`config.mk`:
```
export PLATFORM = sky130hd
export DESIGN_NAME = sad_sequencer
export DESIGN_NICKNAME = d
export VERILOG_FILES = /design/src/rtl/sad_sequencer.sv
export SDC_FILE = /design/constraint.sdc
export NUM_CORES = 1
export LEC_CHECK = 0
export CORE_MARGIN = 8
export CORE_UTILIZATION = 50
export CTS_CLUSTER_DIAMETER = 120
export CTS_CLUSTER_SIZE = 10
export DETAILED_ROUTE_END_ITERATION = 7
export PLACE_DENSITY = 0.75
export SETUP_SLACK_MARGIN = 0.02
export SLEW_MARGIN = 40
export SYNTH_ARGS = -nofsm -noshare
export SYNTH_HDL_FRONTEND = slang
export SYNTH_SLANG_ARGS = --single-unit
```
`constraint.sdc`:
```
create_clock -name Clk -period 10.1 [get_ports Clk]
set_input_delay 1.515 -clock Clk [delete_from_list [all_inputs] [get_ports Clk]]
set_output_delay 1.515 -clock Clk [all_outputs]
set_load 0.01 [all_outputs]
```
`src/rtl/sad_sequencer.sv`:
```
// Full-search SAD pass controller: loads the 4-row window, streams frame column pairs
// through the datapath and keeps the running minimum SAD with its position.
module sad_sequencer #(
    parameter int unsigned ADDR_W = 32,
    parameter int unsigned DIM_W  = 8
) (
    input  logic              Clk,
    input  logic              Reset,
    input  logic              start,
    input  logic [ADDR_W-1:0] frame_base,
    input  logic [ADDR_W-1:0] window_base,
    input  logic [15:0]       row_stride,
    input  logic [DIM_W-1:0]  frame_rows,
    input  logic [DIM_W-1:0]  frame_cols,
    output logic [ADDR_W-1:0] MEM_SAD_Address_A,
    output logic [ADDR_W-1:0] MEM_SAD_Address_B,
    output logic              frame_shift,
    output logic              window_shift,
    input  logic [9:0]        KA1,
    input  logic [9:0]        KA2,
    input  logic [9:0]        KA3,
    input  logic [9:0]        KA4,
    input  logic [9:0]        KB1,
    input  logic [9:0]        KB2,
    input  logic [9:0]        KB3,
    input  logic [9:0]        KB4,
    output logic              busy,
    output logic              done,
    output logic [11:0]       min_sad,
    output logic [DIM_W-1:0]  min_row,
    output logic [DIM_W-1:0]  min_col
);

    localparam int unsigned SAD_W = 12;

    typedef enum logic [2:0] {
        S_IDLE,
        S_LOAD_WIN,
        S_SCAN,
        S_DRAIN,
        S_DONE
    } state_e;

    state_e            state_q,    state_d;
    logic [1:0]        win_cnt_q,  win_cnt_d;
    logic [DIM_W-1:0]  row_q,      row_d;
    logic [DIM_W-1:0]  pair_q,     pair_d;
    logic [DIM_W-1:0]  rows_q,     rows_d;
    logic [DIM_W-1:0]  pairs_q,    pairs_d;
    logic [ADDR_W-1:0] stride_q,   stride_d;
    logic [ADDR_W-1:0] col_base_q, col_base_d;
    logic [ADDR_W-1:0] addr_a_q,   addr_a_d;
    logic [ADDR_W-1:0] addr_b_q,   addr_b_d;
    logic              wshift_q,   wshift_d;
    logic              fshift_q,   fshift_d;
    logic [DIM_W-1:0]  vrow_q,     vrow_d;
    logic [DIM_W-1:0]  vpair_q,    vpair_d;
    logic              busy_q,     busy_d;
    logic              done_q,     done_d;
    logic [SAD_W-1:0]  min_sad_q,  min_sad_d;
    logic [DIM_W-1:0]  min_row_q,  min_row_d;
    logic [DIM_W-1:0]  min_col_q,  min_col_d;

    logic [SAD_W-1:0]  sad_a_c;
    logic [SAD_W-1:0]  sad_b_c;
    logic [ADDR_W-1:0] stride_in_c;
    logic              cand_c;

    assign sad_a_c     = SAD_W'(KA1) + SAD_W'(KA2) + SAD_W'(KA3) + SAD_W'(KA4);
    assign sad_b_c     = SAD_W'(KB1) + SAD_W'(KB2) + SAD_W'(KB3) + SAD_W'(KB4);
    assign stride_in_c = ADDR_W'(row_stride);
    // Data returning for row r completes the candidate whose top row is r-3.
    assign cand_c      = fshift_q && (vrow_q >= DIM_W'(3));

    always_comb begin
        state_d    = state_q;
        win_cnt_d  = win_cnt_q;
        row_d      = row_q;
        pair_d     = pair_q;
        rows_d     = rows_q;
        pairs_d    = pairs_q;
        stride_d   = stride_q;
        col_base_d = col_base_q;
        addr_a_d   = addr_a_q;
        addr_b_d   = addr_b_q;
        wshift_d   = 1'b0;
        fshift_d   = 1'b0;
        vrow_d     = vrow_q;
        vpair_d    = vpair_q;
        busy_d     = busy_q;
        done_d     = 1'b0;
        min_sad_d  = min_sad_q;
        min_row_d  = min_row_q;
        min_col_d  = min_col_q;

        // A is tested before B so that A wins ties within a cycle.
        if (cand_c) begin
            if (sad_a_c < min_sad_d) begin
                min_sad_d = sad_a_c;
                min_row_d = vrow_q - DIM_W'(3);
                min_col_d = vpair_q << 1;
            end
            if (sad_b_c < min_sad_d) begin
                min_sad_d = sad_b_c;
                min_row_d = vrow_q - DIM_W'(3);
                min_col_d = (vpair_q << 1) | DIM_W'(1);
            end
        end

        case (state_q)
            S_IDLE: begin
                if (start) begin
                    state_d    = S_LOAD_WIN;
                    busy_d     = 1'b1;
                    win_cnt_d  = 2'd0;
                    row_d      = '0;
                    pair_d     = '0;
                    rows_d     = frame_rows;
                    pairs_d    = frame_cols >> 1;
                    stride_d   = stride_in_c;
                    col_base_d = frame_base;
                    addr_a_d   = window_base + (stride_in_c << 1) + stride_in_c;
                    addr_b_d   = '0;
                    vrow_d     = '0;
                    vpair_d    = '0;
                    min_sad_d  = '1;
                    min_row_d  = '0;
                    min_col_d  = '0;
                end
            end
            S_LOAD_WIN: begin
                wshift_d = 1'b1;
                if (win_cnt_q == 2'd3) begin
                    if ((pairs_q == '0) || (rows_q == '0)) begin
                        state_d = S_DRAIN;
                    end else begin
                        state_d  = S_SCAN;
                        addr_a_d = col_base_q;
                        addr_b_d = col_base_q + ADDR_W'(1);
                    end
                end else begin
                    win_cnt_d = win_cnt_q + 2'd1;
                    addr_a_d  = addr_a_q - stride_q;
                end
            end
            S_SCAN: begin
                fshift_d = 1'b1;
                vrow_d   = row_q;
                vpair_d  = pair_q;
                if (row_q == rows_q - DIM_W'(1)) begin
                    if (pair_q == pairs_q - DIM_W'(1)) begin
                        state_d = S_DRAIN;
                    end else begin
                        pair_d     = pair_q + DIM_W'(1);
                        row_d      = '0;
                        col_base_d = col_base_q + ADDR_W'(2);
                        addr_a_d   = col_base_q + ADDR_W'(2);
                        addr_b_d   = col_base_q + ADDR_W'(3);
                    end
                end else begin
                    row_d    = row_q + DIM_W'(1);
                    addr_a_d = addr_a_q + stride_q;
                    addr_b_d = addr_b_q + stride_q;
                end
            end
            S_DRAIN: begin
                state_d = S_DONE;
                busy_d  = 1'b0;
                done_d  = 1'b1;
            end
            S_DONE: begin
                state_d = S_IDLE;
            end
            default: begin
                state_d = S_IDLE;
            end
        endcase
    end

    always_ff @(posedge Clk) begin
        if (Reset) begin
            state_q    <= S_IDLE;
            win_cnt_q  <= '0;
            row_q      <= '0;
            pair_q     <= '0;
            rows_q     <= '0;
            pairs_q    <= '0;
            stride_q   <= '0;
            col_base_q <= '0;
            addr_a_q   <= '0;
            addr_b_q   <= '0;
            wshift_q   <= 1'b0;
            fshift_q   <= 1'b0;
            vrow_q     <= '0;
            vpair_q    <= '0;
            busy_q     <= 1'b0;
            done_q     <= 1'b0;
            min_sad_q  <= '1;
            min_row_q  <= '0;
            min_col_q  <= '0;
        end else begin
            state_q    <= state_d;
            win_cnt_q  <= win_cnt_d;
            row_q      <= row_d;
            pair_q     <= pair_d;
            rows_q     <= rows_d;
            pairs_q    <= pairs_d;
            stride_q   <= stride_d;
            col_base_q <= col_base_d;
            addr_a_q   <= addr_a_d;
            addr_b_q   <= addr_b_d;
            wshift_q   <= wshift_d;
            fshift_q   <= fshift_d;
            vrow_q     <= vrow_d;
            vpair_q    <= vpair_d;
            busy_q     <= busy_d;
            done_q     <= done_d;
            min_sad_q  <= min_sad_d;
            min_row_q  <= min_row_d;
            min_col_q  <= min_col_d;
        end
    end

    assign MEM_SAD_Address_A = addr_a_q;
    assign MEM_SAD_Address_B = addr_b_q;
    assign window_shift      = wshift_q;
    assign frame_shift       = fshift_q;
    assign busy              = busy_q;
    assign done              = done_q;
    assign min_sad           = min_sad_q;
    assign min_row           = min_row_q;
    assign min_col           = min_col_q;

endmodule

```
# [Yosys cells after proc, flatten, opt, wreduce, memory -nomap -nowiden]
# Cells that the tools add are included.
[classes] eq_ne=15 mux=54 n_addsub=20 n_lt_le_gt_ge=3 n_reduce_logical=18
[op_table] operator="32-bit 2-to-1 mux" count=12
[op_table] operator="32-bit one-hot mux with 3 select lines" count=2
[op_table] operator="8-bit 2-to-1 mux" count=15
[op_table] operator="32-bit by 16-bit adder with 32-bit output" count=3
[op_table] operator="12-bit 2-to-1 mux" count=6
[op_table] operator="32-bit by 2-bit adder with 32-bit output, second input constant" count=2
[op_table] operator="32-bit one-hot mux with 2 select lines" count=1
[op_table] operator="8-bit one-hot mux with 2 select lines" count=3
[op_table] operator="32-bit by 1-bit adder with 32-bit output, second input constant" count=1
[op_table] operator="32-bit by 17-bit adder with 32-bit output" count=1
[op_table] operator="32-bit by 16-bit subtractor with 32-bit output" count=1
[op_table] operator="11-bit by 10-bit adder with 12-bit output" count=2
[op_table] operator="12-bit by 10-bit adder with 12-bit output" count=2
[op_table] operator="12-bit less-than comparator" count=2
[op_table] operator="10-bit by 10-bit adder with 11-bit output" count=2
[op_table] operator="8-bit by 1-bit adder with 8-bit output, second input constant" count=2
[op_table] operator="8-bit equality test" count=2
[op_table] operator="8-bit logical NOT" count=2
[op_table] operator="2-bit inequality test, second input constant" count=7
[op_table] operator="7-bit one-hot mux with 2 select lines" count=1
[op_table] operator="3-bit 2-to-1 mux" count=4
[op_table] operator="3-bit one-hot mux with 4 select lines" count=1
[op_table] operator="4-bit AND reduction" count=3
[op_table] operator="8-bit by 2-bit greater-or-equal comparator with 1-bit output, second input constant" count=1
[op_table] operator="20 further kinds" count=32
[word_totals] input_bits=179 regBits=195 output_inout_bits=96

# [Longest topological paths before layout]
[depth] ltp_word=11 ltp_mapped=30

# [Least setup slack after synthesis]
# No wires, ideal clock.
[synth_timing] path_kind="input -> register" start="in KA1[1]" end="reg min_col_q[2] (netlist: min_col[2])" cell_stages=29 t_arrival_ps=7816 setup_slack_ps=2167 n_path_buf=3 cell_sequence="inv_1 fa_1 inv_1 fa_1 ha_1 fa_1 a21oi_1 nor2b_1 o31ai_1 a21oi_1 xor2_1 ha_1 o211ai_1 nor3_1 a221oi_1 o21bai_1 clkbuf_1 clkbuf_1 mux2i_1 ha_1 a2111oi_0 o21ai_0 a221oi_1 nand2_1 o21a_1 a21oi_1 clkbuf_1 mux2i_1 nor2_1"
[synth_via] elab_chain_len=11 elab_cells_between_ends=12 classes_between="add/sub (3); order compare (2); mux (7)"
[synth_lines] item="from (decl)" line_no="19" source="input logic [9:0] KA1,"
[synth_lines] item="10-bit by 10-bit adder with 11-bit output (*)" line_no="69" source="assign sad_a_c = SAD_W'(KA1) + SAD_W'(KA2) + SAD_W'(KA3) + SAD_W'(KA4);"
[synth_lines] item="11-bit by 10-bit adder with 12-bit output (*)" line_no="69"
[synth_lines] item="12-bit by 10-bit adder with 12-bit output (*)" line_no="69"
[synth_lines] item="12-bit less-than comparator" line_no="98" source="if (sad_a_c < min_sad_d) begin"
[synth_lines] item="12-bit 2-to-1 mux" line_no="98"
[synth_lines] item="12-bit 2-to-1 mux" line_no="97" source="if (cand_c) begin"
[synth_lines] item="12-bit less-than comparator" line_no="103" source="if (sad_b_c < min_sad_d) begin"
[synth_lines] item="8-bit 2-to-1 mux (*)" line_no="103"
[synth_lines] item="8-bit 2-to-1 mux (*)" line_no="97"
[synth_lines] item="8-bit 2-to-1 mux" line_no="112" source="if (start) begin"
[synth_lines] item="8-bit 2-to-1 mux (*)" line_no="110" source="case (state_q)"
[synth_lines] item="to (signal assigned)" line_no="220" source="min_col_q <= min_col_d;"
[synth_lines] item="to (decl)" line_no="62" source="logic [DIM_W-1:0] min_col_q, min_col_d;"
# Mark *: on every way between the ends. The rest lies on a longest branch, timed or not. The select of a mux whose other input is x is not followed.
# A chain may end at the register's enable or synchronous reset.

# [Worst setup path in the final report]
[layout_timing] start="in KA1[1]" end="reg min_row_q[2] (netlist: min_row[2])"
[layout_via] elab_chain_len=11 elab_cells_between_ends=12 classes_between="add/sub (3); order compare (2); mux (7)"
[layout_lines] item="10-bit by 10-bit adder with 11-bit output (*)" line_no="69"
[layout_lines] item="11-bit by 10-bit adder with 12-bit output (*)" line_no="69"
[layout_lines] item="12-bit by 10-bit adder with 12-bit output (*)" line_no="69"
[layout_lines] item="12-bit less-than comparator" line_no="98"
[layout_lines] item="12-bit 2-to-1 mux" line_no="98"
[layout_lines] item="12-bit 2-to-1 mux" line_no="97"
[layout_lines] item="12-bit less-than comparator" line_no="103"
[layout_lines] item="8-bit 2-to-1 mux (*)" line_no="103"
[layout_lines] item="8-bit 2-to-1 mux (*)" line_no="97"
[layout_lines] item="8-bit 2-to-1 mux" line_no="112"
[layout_lines] item="8-bit 2-to-1 mux (*)" line_no="110"
[layout_lines] item="to (signal assigned)" line_no="219" source="min_row_q <= min_row_d;"
[layout_lines] item="to (decl)" line_no="61" source="logic [DIM_W-1:0] min_row_q, min_row_d;"
# Marked as above.

==> impl_metrics.env <==
export IMPL_dr_pass1_iters=6
export IMPL_p_leak_nw=8.22
export IMPL_rsz0062_at_grt="false"
export IMPL_drv_cap=0
export IMPL_tightest_slew_ns=0.887
export IMPL_dieArea_mm2=0.0426
export IMPL_avgViaCountPerCell=6.35
export IMPL_synth_ff_type="dfxtp_1"
export IMPL_die_y_um=206
export IMPL_grt_pass1_wl_um=104000
export IMPL_die_width_um=206
export IMPL_synth_area_leaders="dfxtp_1 22%, ha_1 8.3%, fa_1 6.5%"
export IMPL_synth_area_mm2=0.0181
export IMPL_cts_repair_resize_count=0
export IMPL_drc=0
export IMPL_cts_setup_buffers=0
export IMPL_hold_ws_ns=0.479
export IMPL_cp_slowest_cell="a21oi_4"
export IMPL_min_path_type="reg -> reg"
export IMPL_synthTopCellsByCount="274 x nor2_1, 240 x nand2_1, 235 x a21oi_1, 195 x dfxtp_1, 171 x o21ai_0"
export IMPL_power_mw=3.16
export IMPL_io_buffers=273
export IMPL_yosys_area_top_type="dfxtp_1"
export IMPL_period_needed_ns=8.25
export IMPL_yosysMostFrequentCell="nor2_1"
export IMPL_grt_use_total_pct=30.8
export IMPL_num_io_pins=275
export IMPL_cts_sinks=195
export IMPL_cp_required_ns=10.43
export IMPL_final_nets=2964
export IMPL_fin_util_pct=60.8
export IMPL_drive_gt1_share_pct=4.62
export IMPL_stdcell_area_mm2=0.0217
export IMPL_grt_overflow_total=0
export IMPL_antenna_found_initial=3
export IMPL_wl_per_cell_um=21.9
export IMPL_areaGrowthSynthToFinish_pct=19.6
export IMPL_drt_wl_total_um=67500
export IMPL_cts_made_buffers=17
export IMPL_synth_edf_count=0
export IMPL_synth_cell_type_count=88
export IMPL_vias=19600
export IMPL_htree_levels=4
export IMPL_setup_worst_path_start_class="primary input"
export IMPL_yosysSeqAreaShare_pct=21.5
export IMPL_drtIter0Drc=1768
export IMPL_relSlewSlack_pct=40.4
export IMPL_slew_viol_final=0
export IMPL_cpPeakStageDelay_ns=0.58
export IMPL_hpwl_um=50300
export IMPL_syn_nets=2805
export IMPL_async_flop_share_pct=0
export IMPL_place_area_mm2=0.0211
export IMPL_hold_viol_final=0
export IMPL_grt_pass1_vias=18600
export IMPL_p_per_area_mw_per_mm2=146
export IMPL_routabilityCongestion=0.933
export IMPL_skew_ns=0.0165
export IMPL_timing_final_crit_share_pct=81.7
export IMPL_final_setup_tns_ns=0
export IMPL_cp_arrival_ns=8.58
export IMPL_fmax_mhz=121
export IMPL_cts_root_buf="clkbuf_16"
export IMPL_fp_coreArea_mm2=0.0357
export IMPL_ir_drop_v=0.000106
export IMPL_outcome="completed"
export IMPL_clk_latency_ns=0.48
export IMPL_cts_tree="done"
export IMPL_setup_violations=0
export IMPL_hold_buffers=0
export IMPL_crit_path_end_kind="flip-flop"
export IMPL_num_rows=69
export IMPL_grt_max_degree=89
export IMPL_path_clk_slew_ns=0.08
export IMPL_start_util_pct=50.9
export IMPL_worstPathMaxFanout=20
export IMPL_critical_path_class="in -> reg"
export IMPL_synth_cells=2446
export IMPL_ys_ff_latch=195
export IMPL_synthDominantCellAreaShare_pct=21.5
export IMPL_yosys_warnings=0
export IMPL_syn_avg_cell_area_um2=7.41
export IMPL_clockBufferDepth=2
export IMPL_postRouteAntennaNets=0
-- critical path, delay by kind of cell --
family          cells  cell delay [ns]
mux                 2             0.50
fa+ha+maj           6             2.22
compound gates     12             2.96
xor+xnor            1             0.20
simple gates        3             0.37
buf+inv             4             0.77
-- layer usage --
| metal | vias to the layer above | track usage (%) | wire length [um] |
|---|---|---|---|
| li1 | 9142 | - | - |
| met2 | 970 | 51.1 | 31000 |
| met4 | 4 | 10.2 | 1970 |
| met1 | 9289 | 39.0 | 27700 |
| met3 | 145 | 7.19 | 6810 |
| met5 | - | 0 | 26 |
-- area by class of cell --
type	count	area [um^2]
repair buffers	301	2960
inverters	130	488
multi-input cells	1960	13100
well taps	461	577
clock buffers	17	425
diodes	1	2.50
fillers	3301	14000
clock inverters	15	209
flip-flops and latches	195	3900
-- final timing paths --
| check | slack [ns] | depth (start not counted) | end | start |
|---|---|---|---|---|
| setup / recovery | 1.85 | 28 | min_row[2]$_SDFF_PP0_ | KA1[1] |
| hold / removal | 0.48 | 2 | pairs_q[6]$_SDFFE_PP0P_ | pairs_q[6]$_SDFFE_PP0P_ |
| setup reg to reg | 4.75 | 13 | min_sad[4]$_SDFF_PP1_ | rows_q[0]$_SDFFE_PP0P_ |
| hold reg to reg | 0.48 | 2 | pairs_q[6]$_SDFFE_PP0P_ | pairs_q[6]$_SDFFE_PP0P_ |
-- stage by stage --
step / worst slack, ns / instances
floorplan: 2.17 / 2446
global placement: 1.36 / 3046
detailed placement: 1.45 / 3047
CTS: 1.88 / 3079
global route: 1.36 / 3080
finish: 1.85 / 3080
-- cell families (layout without fill, tap and decap cells) --
family	count (synthesis)	count (layout)	synth area share (%)
AND/OR/NAND/NOR	862	862	22.1
other	0	1	0
adder cells (fa/ha/maj)	180	180	14.9
AO/OA/AOI/OAI	766	766	27.5
XOR/XNOR	127	127	6.13
flip-flops	195	195	21.5
buffers and inverters	291	463	6.51
multiplexers	25	25	1.38
-- sequential cells by signal, summed over array words and instances (netlist names), 8 cells and up --
signal / cells
vrow_q: 8
min_row: 8
MEM_SAD_Address_B: 32
row_q: 8
stride_q: 16
pair_q: 8
col_base_q: 32
min_sad: 12
rows_q: 8
min_col: 8
MEM_SAD_Address_A: 32
-- power breakdown --
part           internal (mW)  switching, mW
registers              0.816         0.0998
clock network          0.364          0.391
logic                  0.632          0.861
total                   1.81           1.35
-- cells in the final DEF, fill, tap and decap left out, drive strengths merged, types with 24 or more instances in the layout --
cell           synthesis  layout
xor2                  44      44
nand3                 56      56
nand4                 41      41
nor3                  87      87
nand2                243     243
o21ai                175     175
a22oi                 32      32
fa                    59      59
buf                   36      29
a21o                  27      27
a31oi                 26      26
ha                   121     121
a211oi                42      42
inv                  130     137
nor2                 276     276
clkdlybuf4s50          0     272
and3                  24      24
dfxtp                195     195
xnor2                 83      83
a21oi                236     236
mux2i                 25      25
Power figures use the tool's default switching activity.
==> patch: new RTL, config.mk and constraints unchanged <==
Add an input register stage for `KA2`, cleared by the reset; this delays it by one clock. The other inputs are not delayed to match.
--- a/src/rtl/sad_sequencer.sv
+++ b/src/rtl/sad_sequencer.sv
@@ -41,6 +41,16 @@
         S_DONE
     } state_e;
 
+    logic [9:0] KA2_q;
+
+    always_ff @(posedge Clk) begin
+        if (Reset) begin
+            KA2_q <= '0;
+        end else begin
+            KA2_q <= KA2;
+        end
+    end
+
     state_e            state_q,    state_d;
     logic [1:0]        win_cnt_q,  win_cnt_d;
     logic [DIM_W-1:0]  row_q,      row_d;
@@ -66,7 +76,7 @@
     logic [ADDR_W-1:0] stride_in_c;
     logic              cand_c;
 
-    assign sad_a_c     = SAD_W'(KA1) + SAD_W'(KA2) + SAD_W'(KA3) + SAD_W'(KA4);
+    assign sad_a_c     = SAD_W'(KA1) + SAD_W'(KA2_q) + SAD_W'(KA3) + SAD_W'(KA4);
     assign sad_b_c     = SAD_W'(KB1) + SAD_W'(KB2) + SAD_W'(KB3) + SAD_W'(KB4);
     assign stride_in_c = ADDR_W'(row_stride);
     // Data returning for row r completes the candidate whose top row is r-3.
Formal check against the unedited RTL: same outputs for any inputs over 4 cycles, from zero or initial values and one cycle with Reset high; that may be too few to reach the edited logic, so the function may still have changed.
==> patch against the original RTL <==
The flow now finishes with violations (DRC). Synthesized area up 1.6%. Non-clock buffer count shrank 3. Final area grew 1.5%. Sequential share of layout area rose by 0.65 points. Power up 1.9%. Routed wire length up 0.75%. Worst setup slack worse by 0.44 ns. Sequential cell count up 10. Critical endpoint is now min_sad[1]$_SDFF_PP1_.
==> patch: results (changes against the original RTL) <==
Final layout
  • Fillcell total: 3,290 (was 3,301)
  • Final sequential cell count: 205 (was 195)
  • Portion of the layout cell area used by non-clock buffers: 13.4% (was 13.7%)
  • Multi-input gate count: 1,965 (was 1,960)
  • Share of layout cells above drive strength 1: 3.86% (was 4.62%)
  • Number of ordinary and repair buffers in the finished layout: 298 (was 301)
  • Share of cell area taken by multi-input logic gates: 60.4% (was 60.5%)
  • N_diodes: 0 (was 1)
  • Non-clock inverter instance count of the final layout: 122 (was 130)
  • Final instance count without filler cells: 3,084 (was 3,080)

Outcome
  • Status: complete, but fails checks (was completed)
  • Violations in the final reports: DRC

Synthesis
  • Area fraction in compound gates after synthesis: 26.1% (was 27.5%)
  • Fraction of the yosys area taken by sequential cells: 22.3% (was 21.5%)
  • Number of unique standard cell types used by synthesis: 83 (was 88)
  • Post-synthesis share of cell area spent on full adders, half adders and majority gates: 14.6% (was 14.9%)
  • Number of instances in the synthesized netlist: 2,454 (was 2,446)
  • Post-synthesis net count: 2,813 (was 2,805)

Routing
  • Initial DRC count: 1,713 (was 1,768)
  • Number of iterations in the first detailed-routing pass: 8 (was 6)
  • Routed wire length per instance: 22.1 microns (was 21.9 microns)
  • # DRC: 1 (was 0)

Global route
  • Initial antenna violation count: 0 (was 3)
  • GRT Overall Usage: 30.2% (was 30.8%)

Critical path
  • Source of the worst register-to-register timing path: KA2_q[1]$_SDFF_PP0_ (was rows_q[0]$_SDFFE_PP0P_)
  • Maximum net fanout on the critical path: 16 (was 20)
  • Internal reg-to-reg setup slack: 3.14 ns (was 4.75 ns)

CTS
  • H-tree depth: 1 (was 4)
  • Number of buffers on the longest clock path: 3 (was 2)

Timing
  • Slew @ Worst Pin: 0.868 ns (was 0.887 ns)
  • Final period utilization: 86.1% (was 81.7%)

Placement
  • Post-place setup slack: 0.936 ns (was 1.45 ns)
  • Final RePlAce weighted congestion: 1.01 (was 0.933)

Min path
  • Launch instance of the worst min-delay path: rows_q[5]$_SDFFE_PP0P_ (was pairs_q[6]$_SDFFE_PP0P_)

Power and ir drop
  • Maximum VDD drop: 0.133 mV (was 0.106 mV)
-- patch: metal layers --
| metal | track usage (%) | share of wire [%] | up-vias |
|---|---|---|---|
| met3 | 4.92 | 7.0 | 204 |
| met2 | 52.0 | 47 | 848 |
| met1 | 35.8 | 40 | 9267 |
| met5 | 0 | 0 | - |
| li1 | - | - | 9099 |
| met4 | 15.6 | 5.8 | 0 |
-- patch: where the power goes --
part           internal (mW)  total (mW)  switching [mW]
logic                  0.661        1.50           0.844
clock network          0.419       0.771           0.351
registers              0.856       0.949          0.0934
total                   1.94        3.22            1.29
-- patch: worst reg2reg max path: cells and delay by family, from the launching register on --
family	cells	cell delay [ns]
AO/OA/AOI/OAI	11	2.39
AND/OR/NAND/NOR	6	1.70
adder cells (fa/ha/maj)	5	1.70
multiplexers	2	0.75
flip-flops	1	0.31
